===== config.mk =====
export PLATFORM = sky130hd
export DESIGN_NAME = vga_scan_arbiter_flat
export DESIGN_NICKNAME = d
export VERILOG_FILES = /design/src/rtl/vga_scan_arbiter_if.sv /design/src/rtl/vga_scan_arbiter.sv /design/src/flat_wrapper.sv
export SDC_FILE = /design/constraint.sdc
export NUM_CORES = 1
export LEC_CHECK = 0
export ABC_CLOCK_PERIOD_IN_PS = 6030
export BUFFER_PORTS_ARGS = -buffer_cell sky130_fd_sc_hd__buf_2
export CAP_MARGIN = 40
export CELL_PAD_IN_SITES_DETAIL_PLACEMENT = 0
export CELL_PAD_IN_SITES_GLOBAL_PLACEMENT = 1
export CORE_MARGIN = 4
export CORE_UTILIZATION = 42
export CTS_BUF_LIST = sky130_fd_sc_hd__clkbuf_16
export CTS_CLUSTER_SIZE = 30
export DETAILED_ROUTE_END_ITERATION = 6
export PLACE_DENSITY_LB_ADDON = 0.1
export SYNTH_ARGS = -nofsm -noshare
export SYNTH_HDL_FRONTEND = slang
export SYNTH_SLANG_ARGS = --single-unit

===== constraint.sdc =====
create_clock -name clk_25MHz -period 6.03 [get_ports clk_25MHz]
set_input_delay 0.603 -clock clk_25MHz [delete_from_list [all_inputs] [get_ports clk_25MHz]]
set_output_delay 0.603 -clock clk_25MHz [all_outputs]
set_load 0.01 [all_outputs]

===== src/rtl/vga_scan_arbiter_if.sv =====
`default_nettype none
// ============================================================================
// Module   : vga_scan_arbiter_if
// Brief    : Capture-writer request/grant handshake for the shared sample RAM.
// Revision : 1.0
// ============================================================================
interface vga_scan_arbiter_if;
  logic cap_req;
  logic cap_done;
  logic cap_grant;
  logic cap_abort;

  modport master (
    output cap_req,
    output cap_done,
    input  cap_grant,
    input  cap_abort
  );

  modport slave (
    input  cap_req,
    input  cap_done,
    output cap_grant,
    output cap_abort
  );
endinterface
`default_nettype wire


===== src/rtl/vga_scan_arbiter.sv =====
`default_nettype none
// ============================================================================
// Module   : vga_scan_arbiter
// Brief    : VGA scan timing plus vblank arbitration of the sample RAM between
//            the display reader and a capture writer. SCOPE_FREEZE_EN adds a
//            freeze input that inhibits new grants.
// Revision : 1.0
// ============================================================================
module vga_scan_arbiter #(
  parameter int H_ACTIVE = 640,
  parameter int H_FP     = 16,
  parameter int H_SYNC   = 96,
  parameter int H_BP     = 48,
  parameter int V_ACTIVE = 480,
  parameter int V_FP     = 10,
  parameter int V_SYNC   = 2,
  parameter int V_BP     = 33
) (
  input  logic              clk_25MHz,
  input  logic              reset,
  input  logic              run,
`ifdef SCOPE_FREEZE_EN
  input  logic              freeze,
`endif
  output logic              hsync,
  output logic              vsync,
  output logic              video_on,
  output logic [9:0]        pixel_x,
  output logic [9:0]        pixel_y,
  output logic              frame_start,
  output logic              rd_en,
  vga_scan_arbiter_if.slave cap
);

  localparam logic [9:0] c_H_ACT     = 10'(H_ACTIVE);
  localparam logic [9:0] c_H_RD_LAST = 10'(H_ACTIVE - 2);
  localparam logic [9:0] c_HS_BEG    = 10'(H_ACTIVE + H_FP);
  localparam logic [9:0] c_HS_END    = 10'(H_ACTIVE + H_FP + H_SYNC - 1);
  localparam logic [9:0] c_H_LAST    = 10'(H_ACTIVE + H_FP + H_SYNC + H_BP - 1);
  localparam logic [9:0] c_V_ACT     = 10'(V_ACTIVE);
  localparam logic [9:0] c_VS_BEG    = 10'(V_ACTIVE + V_FP);
  localparam logic [9:0] c_VS_END    = 10'(V_ACTIVE + V_FP + V_SYNC - 1);
  localparam logic [9:0] c_V_LAST    = 10'(V_ACTIVE + V_FP + V_SYNC + V_BP - 1);
  localparam logic [9:0] c_V_GNT_END = 10'(V_ACTIVE + V_FP + V_SYNC + V_BP - 2);

  typedef enum logic [1:0] {
    IDLE   = 2'd0,
    GRANT  = 2'd1,
    REVOKE = 2'd2
  } state_t;

  logic [9:0] r_h;
  logic [9:0] r_v;
  state_t     r_state;
  logic       r_grant;
  logic       r_abort;

  logic [9:0] w_v_next;
  logic       w_live;
  logic       w_gnt_window;
  logic       w_revoke_pt;
  logic       w_freeze;

`ifdef SCOPE_FREEZE_EN
  assign w_freeze = freeze;
`else
  assign w_freeze = 1'b0;
`endif

  assign w_v_next     = (r_v == c_V_LAST) ? 10'd0 : r_v + 10'd1;
  assign w_live       = run & ~reset;
  assign w_gnt_window = (r_v >= c_V_ACT) && (r_v <= c_V_GNT_END);
  assign w_revoke_pt  = (r_h == 10'd0) && (r_v == c_V_LAST);

  always_ff @(posedge clk_25MHz) begin
    if (reset) begin
      r_h <= 10'd0;
      r_v <= 10'd0;
    end else if (run) begin
      if (r_h == c_H_LAST) begin
        r_h <= 10'd0;
        r_v <= w_v_next;
      end else begin
        r_h <= r_h + 10'd1;
      end
    end
  end

  // A release arriving at the revoke point wins, so no abort is raised.
  always_ff @(posedge clk_25MHz) begin
    if (reset) begin
      r_state <= IDLE;
      r_grant <= 1'b0;
      r_abort <= 1'b0;
    end else begin
      r_abort <= 1'b0;
      case (r_state)
        IDLE: begin
          if (cap.cap_req && w_gnt_window && !w_freeze) begin
            r_state <= GRANT;
            r_grant <= 1'b1;
          end
        end
        GRANT: begin
          if (cap.cap_done) begin
            r_state <= IDLE;
            r_grant <= 1'b0;
          end else if (w_revoke_pt) begin
            r_state <= REVOKE;
            r_grant <= 1'b0;
            r_abort <= 1'b1;
          end
        end
        REVOKE: begin
          r_state <= IDLE;
        end
        default: begin
          r_state <= IDLE;
          r_grant <= 1'b0;
        end
      endcase
    end
  end

  assign hsync         = !((r_h >= c_HS_BEG) && (r_h <= c_HS_END));
  assign vsync         = !((r_v >= c_VS_BEG) && (r_v <= c_VS_END));
  assign video_on      = w_live && (r_h < c_H_ACT) && (r_v < c_V_ACT);
  // Read strobe leads the pixel by one cycle, including the wrap into line 0.
  assign rd_en         = w_live && (((r_h <= c_H_RD_LAST) && (r_v < c_V_ACT)) ||
                                    ((r_h == c_H_LAST) && (w_v_next < c_V_ACT)));
  assign frame_start   = w_live && (r_h == 10'd0) && (r_v == 10'd0);
  assign pixel_x       = r_h;
  assign pixel_y       = r_v;
  assign cap.cap_grant = r_grant;
  assign cap.cap_abort = r_abort;

endmodule
`default_nettype wire


===== src/flat_wrapper.sv =====
// flat-port wrapper written by rule: the top's interface ports become plain ports
module vga_scan_arbiter_flat 
#(
  parameter int H_ACTIVE = 640,
  parameter int H_FP     = 16,
  parameter int H_SYNC   = 96,
  parameter int H_BP     = 48,
  parameter int V_ACTIVE = 480,
  parameter int V_FP     = 10,
  parameter int V_SYNC   = 2,
  parameter int V_BP     = 33
)
  (clk_25MHz, reset, run, hsync, vsync, video_on, pixel_x, pixel_y, frame_start, rd_en, cap_cap_req, cap_cap_done, cap_cap_grant, cap_cap_abort);
  vga_scan_arbiter_if cap_i ();
  input  logic clk_25MHz;
  input  logic reset;
  input  logic run;
  output logic hsync;
  output logic vsync;
  output logic video_on;
  output logic [9:0] pixel_x;
  output logic [9:0] pixel_y;
  output logic frame_start;
  output logic rd_en;
  input wire logic [$bits(cap_i.cap_req)-1:0] cap_cap_req;
  input wire logic [$bits(cap_i.cap_done)-1:0] cap_cap_done;
  output wire logic [$bits(cap_i.cap_grant)-1:0] cap_cap_grant;
  output wire logic [$bits(cap_i.cap_abort)-1:0] cap_cap_abort;
  assign cap_i.cap_req = cap_cap_req;
  assign cap_i.cap_done = cap_cap_done;
  assign cap_cap_grant = cap_i.cap_grant;
  assign cap_cap_abort = cap_i.cap_abort;
  vga_scan_arbiter #(.H_ACTIVE(H_ACTIVE), .H_FP(H_FP), .H_SYNC(H_SYNC), .H_BP(H_BP), .V_ACTIVE(V_ACTIVE), .V_FP(V_FP), .V_SYNC(V_SYNC), .V_BP(V_BP)) u_core (.clk_25MHz(clk_25MHz), .reset(reset), .run(run), .hsync(hsync), .vsync(vsync), .video_on(video_on), .pixel_x(pixel_x), .pixel_y(pixel_y), .frame_start(frame_start), .rd_en(rd_en), .cap(cap_i));
endmodule

==> results.yml <==
power_and_ir_drop:
  leakagePower_nw: 0.671
  peakVddDrop_uv: 80.1
  p_total_uw: 330
  cellPowerDensity_mw_per_mm2: 195
setup_path:
  crit_path_start: "u_core.pixel_x[0]"
  endpoint_kind: "output port"
  cp_max_fo: 7
  worstPathArrival_ps: 2460
  critPathLaunchType: "flip-flop"
  path_buf_inv: 1
  cpLargestDelayFamily: "simple AND/OR/NAND/NOR gates"
  r2r_start: "u_core.pixel_x[0]"
  path_class: "reg2out"
  crit_required_ps: 5430
  cp_slowest_cell: "or4_1"
  max_stage_delay_ps: 620
  path_cells: "ha_1, nand4_1, or4_1, a211oi_1, o31ai_1, o21ai_0, buf_2"
synth:
  yosysUniqueCellTypes: 40
  synth_area_leaders: "dfxtp_1, ha_1, nor3_1, xor2_1, nand2_1"
  seq_area_frac_synth: 0.336
  syn_area_mm2: 0.00143
  synth_seq_cells: 24
  synthSimpleGateAreaFrac: 0.363
  yosysTopAreaCellShare: 0.336
  syn_avg_cell_area_um2: 7.94
  synth-async-reset-ratio: 0
  synth_top_area_cell: "dfxtp_1"
  synthAdderAreaFrac: 0.0525
  ys_warn_count: 0
  synthXorXnorAreaFrac: 0.0736
  synth_nets: 191
  synthMuxAreaShare: 0
  synth_edf_count: 0
  synth_top_family_by_area: "simple AND/OR/NAND/NOR gates"
  synth_compound_area_frac: 0.135
  synth-main-ff-cell: "dfxtp_1"
  synth_cells: 180
detailed_routing:
  met2RoutedLength_um: 1690
  top_layer: "met4"
  ant_nets: 0
  drt_iter0_drc: 90
  routed_wirelength_um: 3650
  met1_length_um: 1730
  drtPass1Iterations: 4
  wl_per_cell_um: 14.6
  vias: 1426
  route.met3.wl_um: 189
  via_per_inst: 5.70
  drc: 0
place:
  io_buffers: 31
  routabilityCongestion: 0.812
  hpwl_um: 2610
  placed_area_mm2: 0.00161
global_routing:
  antenna_found_initial: 0
  grt_pass1_vias: 1356
  grt_pass1_wl_um: 6270
  grt_util_all_layers: 0.180
  overflow: 0
  grt_max_degree: 29
clock_network:
  clk_latency_ps: 260
  postCtsHoldBufs: 0
  cts_setup_buffers: 0
  cts-htree-levels: 1
  root_buffer: "clkbuf_16"
  cts.sinks: 24
  clkSlewWorstSetupHoldPaths_ps: 60
  ctsResizeCount: 0
  cts_tree: "built"
  clock_path_buffers: 2
  cts_buffers: 3
finish:
  final_common_cell: "buf_2"
  syn2layout_area_growth_pct: 18.5
  final_area_mm2: 0.00169
  nets: 218
  layout-drive-gt1-share: 0.199
  layout_common_cells: "buf_2, dfxtp_1, nand2_1"
  antenna_cells: 0
  fill_cells: 340
floorplanning:
  start_util: 0.453
  dieArea_mm2: 0.00440
  num_rows: 20
  die_h_um: 66.3
  pin_count: 32
  core-area_mm2: 0.00315
  die_w_um: 66.3
sta:
  fin_crit_ps: 3070
  finalHoldViolCount: 0
  worstMarginPinSlew_ps: 871
  slew_headroom: 0.415
  fin_skew_ps: 1.91
  period_share: 0.509
  whs_ps: 476
  slew_viol_final: 0
  clock.fmax_ghz: 0.326
  rsz0062_at_grt: "false"
  setup_viol: 0
  tns_ps: 0
outcome:
  status: "finished clean"
run:
  cap_violations: 0
hold_path:
  hp-class: "reg2reg"
  hold_path_startpoint: "u_core.cap.cap_grant"
[worst paths after layout]
check / endpoint / slack (ps) / cells after the start
max: rd_en / 2960 / 7
min: u_core.cap.cap_grant / 480 / 1
max reg2reg: u_core.cap.cap_grant / 3710 / 7
min reg2reg: u_core.cap.cap_grant / 480 / 1
[where the power goes]
part	switching [mW]	internal (mW)
registers	0.00237	0.160
logic	0.0111	0.00882
clock network	0.0592	0.0888
[synth_stat cells (3+ instances only)]
cell type and count:
nor3_1 15, inv_1 5, nand4_1 8, a21oi_1 10, xnor2_1 4, dfxtp_1 24
clkbuf_1 9, o21ai_0 10, ha_1 6, nand4b_1 3, nor2_1 15, nand3_1 9
nand2_1 16, xor2_1 8, nor4_1 3
[area by class of cell]
class,count,area [µm²],share of cell area
repair buffers,32,163,0.0961
inverters,5,18.8,0.0111
multi-input cells,141,897,0.530
clock buffers,3,75.1,0.0443
clock inverters,1,3.75,0.00222
flip-flops and latches,24,480,0.284
well taps,44,55.1,0.0325
[sequential cells by signal (all words and copies together), names as in the netlist]
signal	flops
u_core.pixel_x	10
u_core.r_state	2
u_core.cap.cap_abort	1
u_core.pixel_y	10
u_core.cap.cap_grant	1
[through the flow]
step	setup slack (ps)	utilization	std cells
after floorplan	3240	-	180
after global placement	3180	0.512	246
after detailed placement	3140	0.512	246
after CTS	2970	0.537	250
after global routing	2770	0.537	250
final	2960	0.537	250
[per-layer routing]
layer	vias to the layer above	global-route usage
met5	-	0
met3	5	0.0374
li1	710	-
met1	671	0.241
met4	0	0.0533
met2	40	0.289
[kinds of logic (layout without fill, tap and decap cells)]
kind of cell	Yosys count	after routing
xor gates and xnor gates	12	12
AOI/OAI and AO/OA	32	32
adders and majority gates	6	6
buffers and inverters	15	41
and+or+nand+nor	91	91
DFF	24	24
No activity file was read; power rests on OpenSTA's default activity.
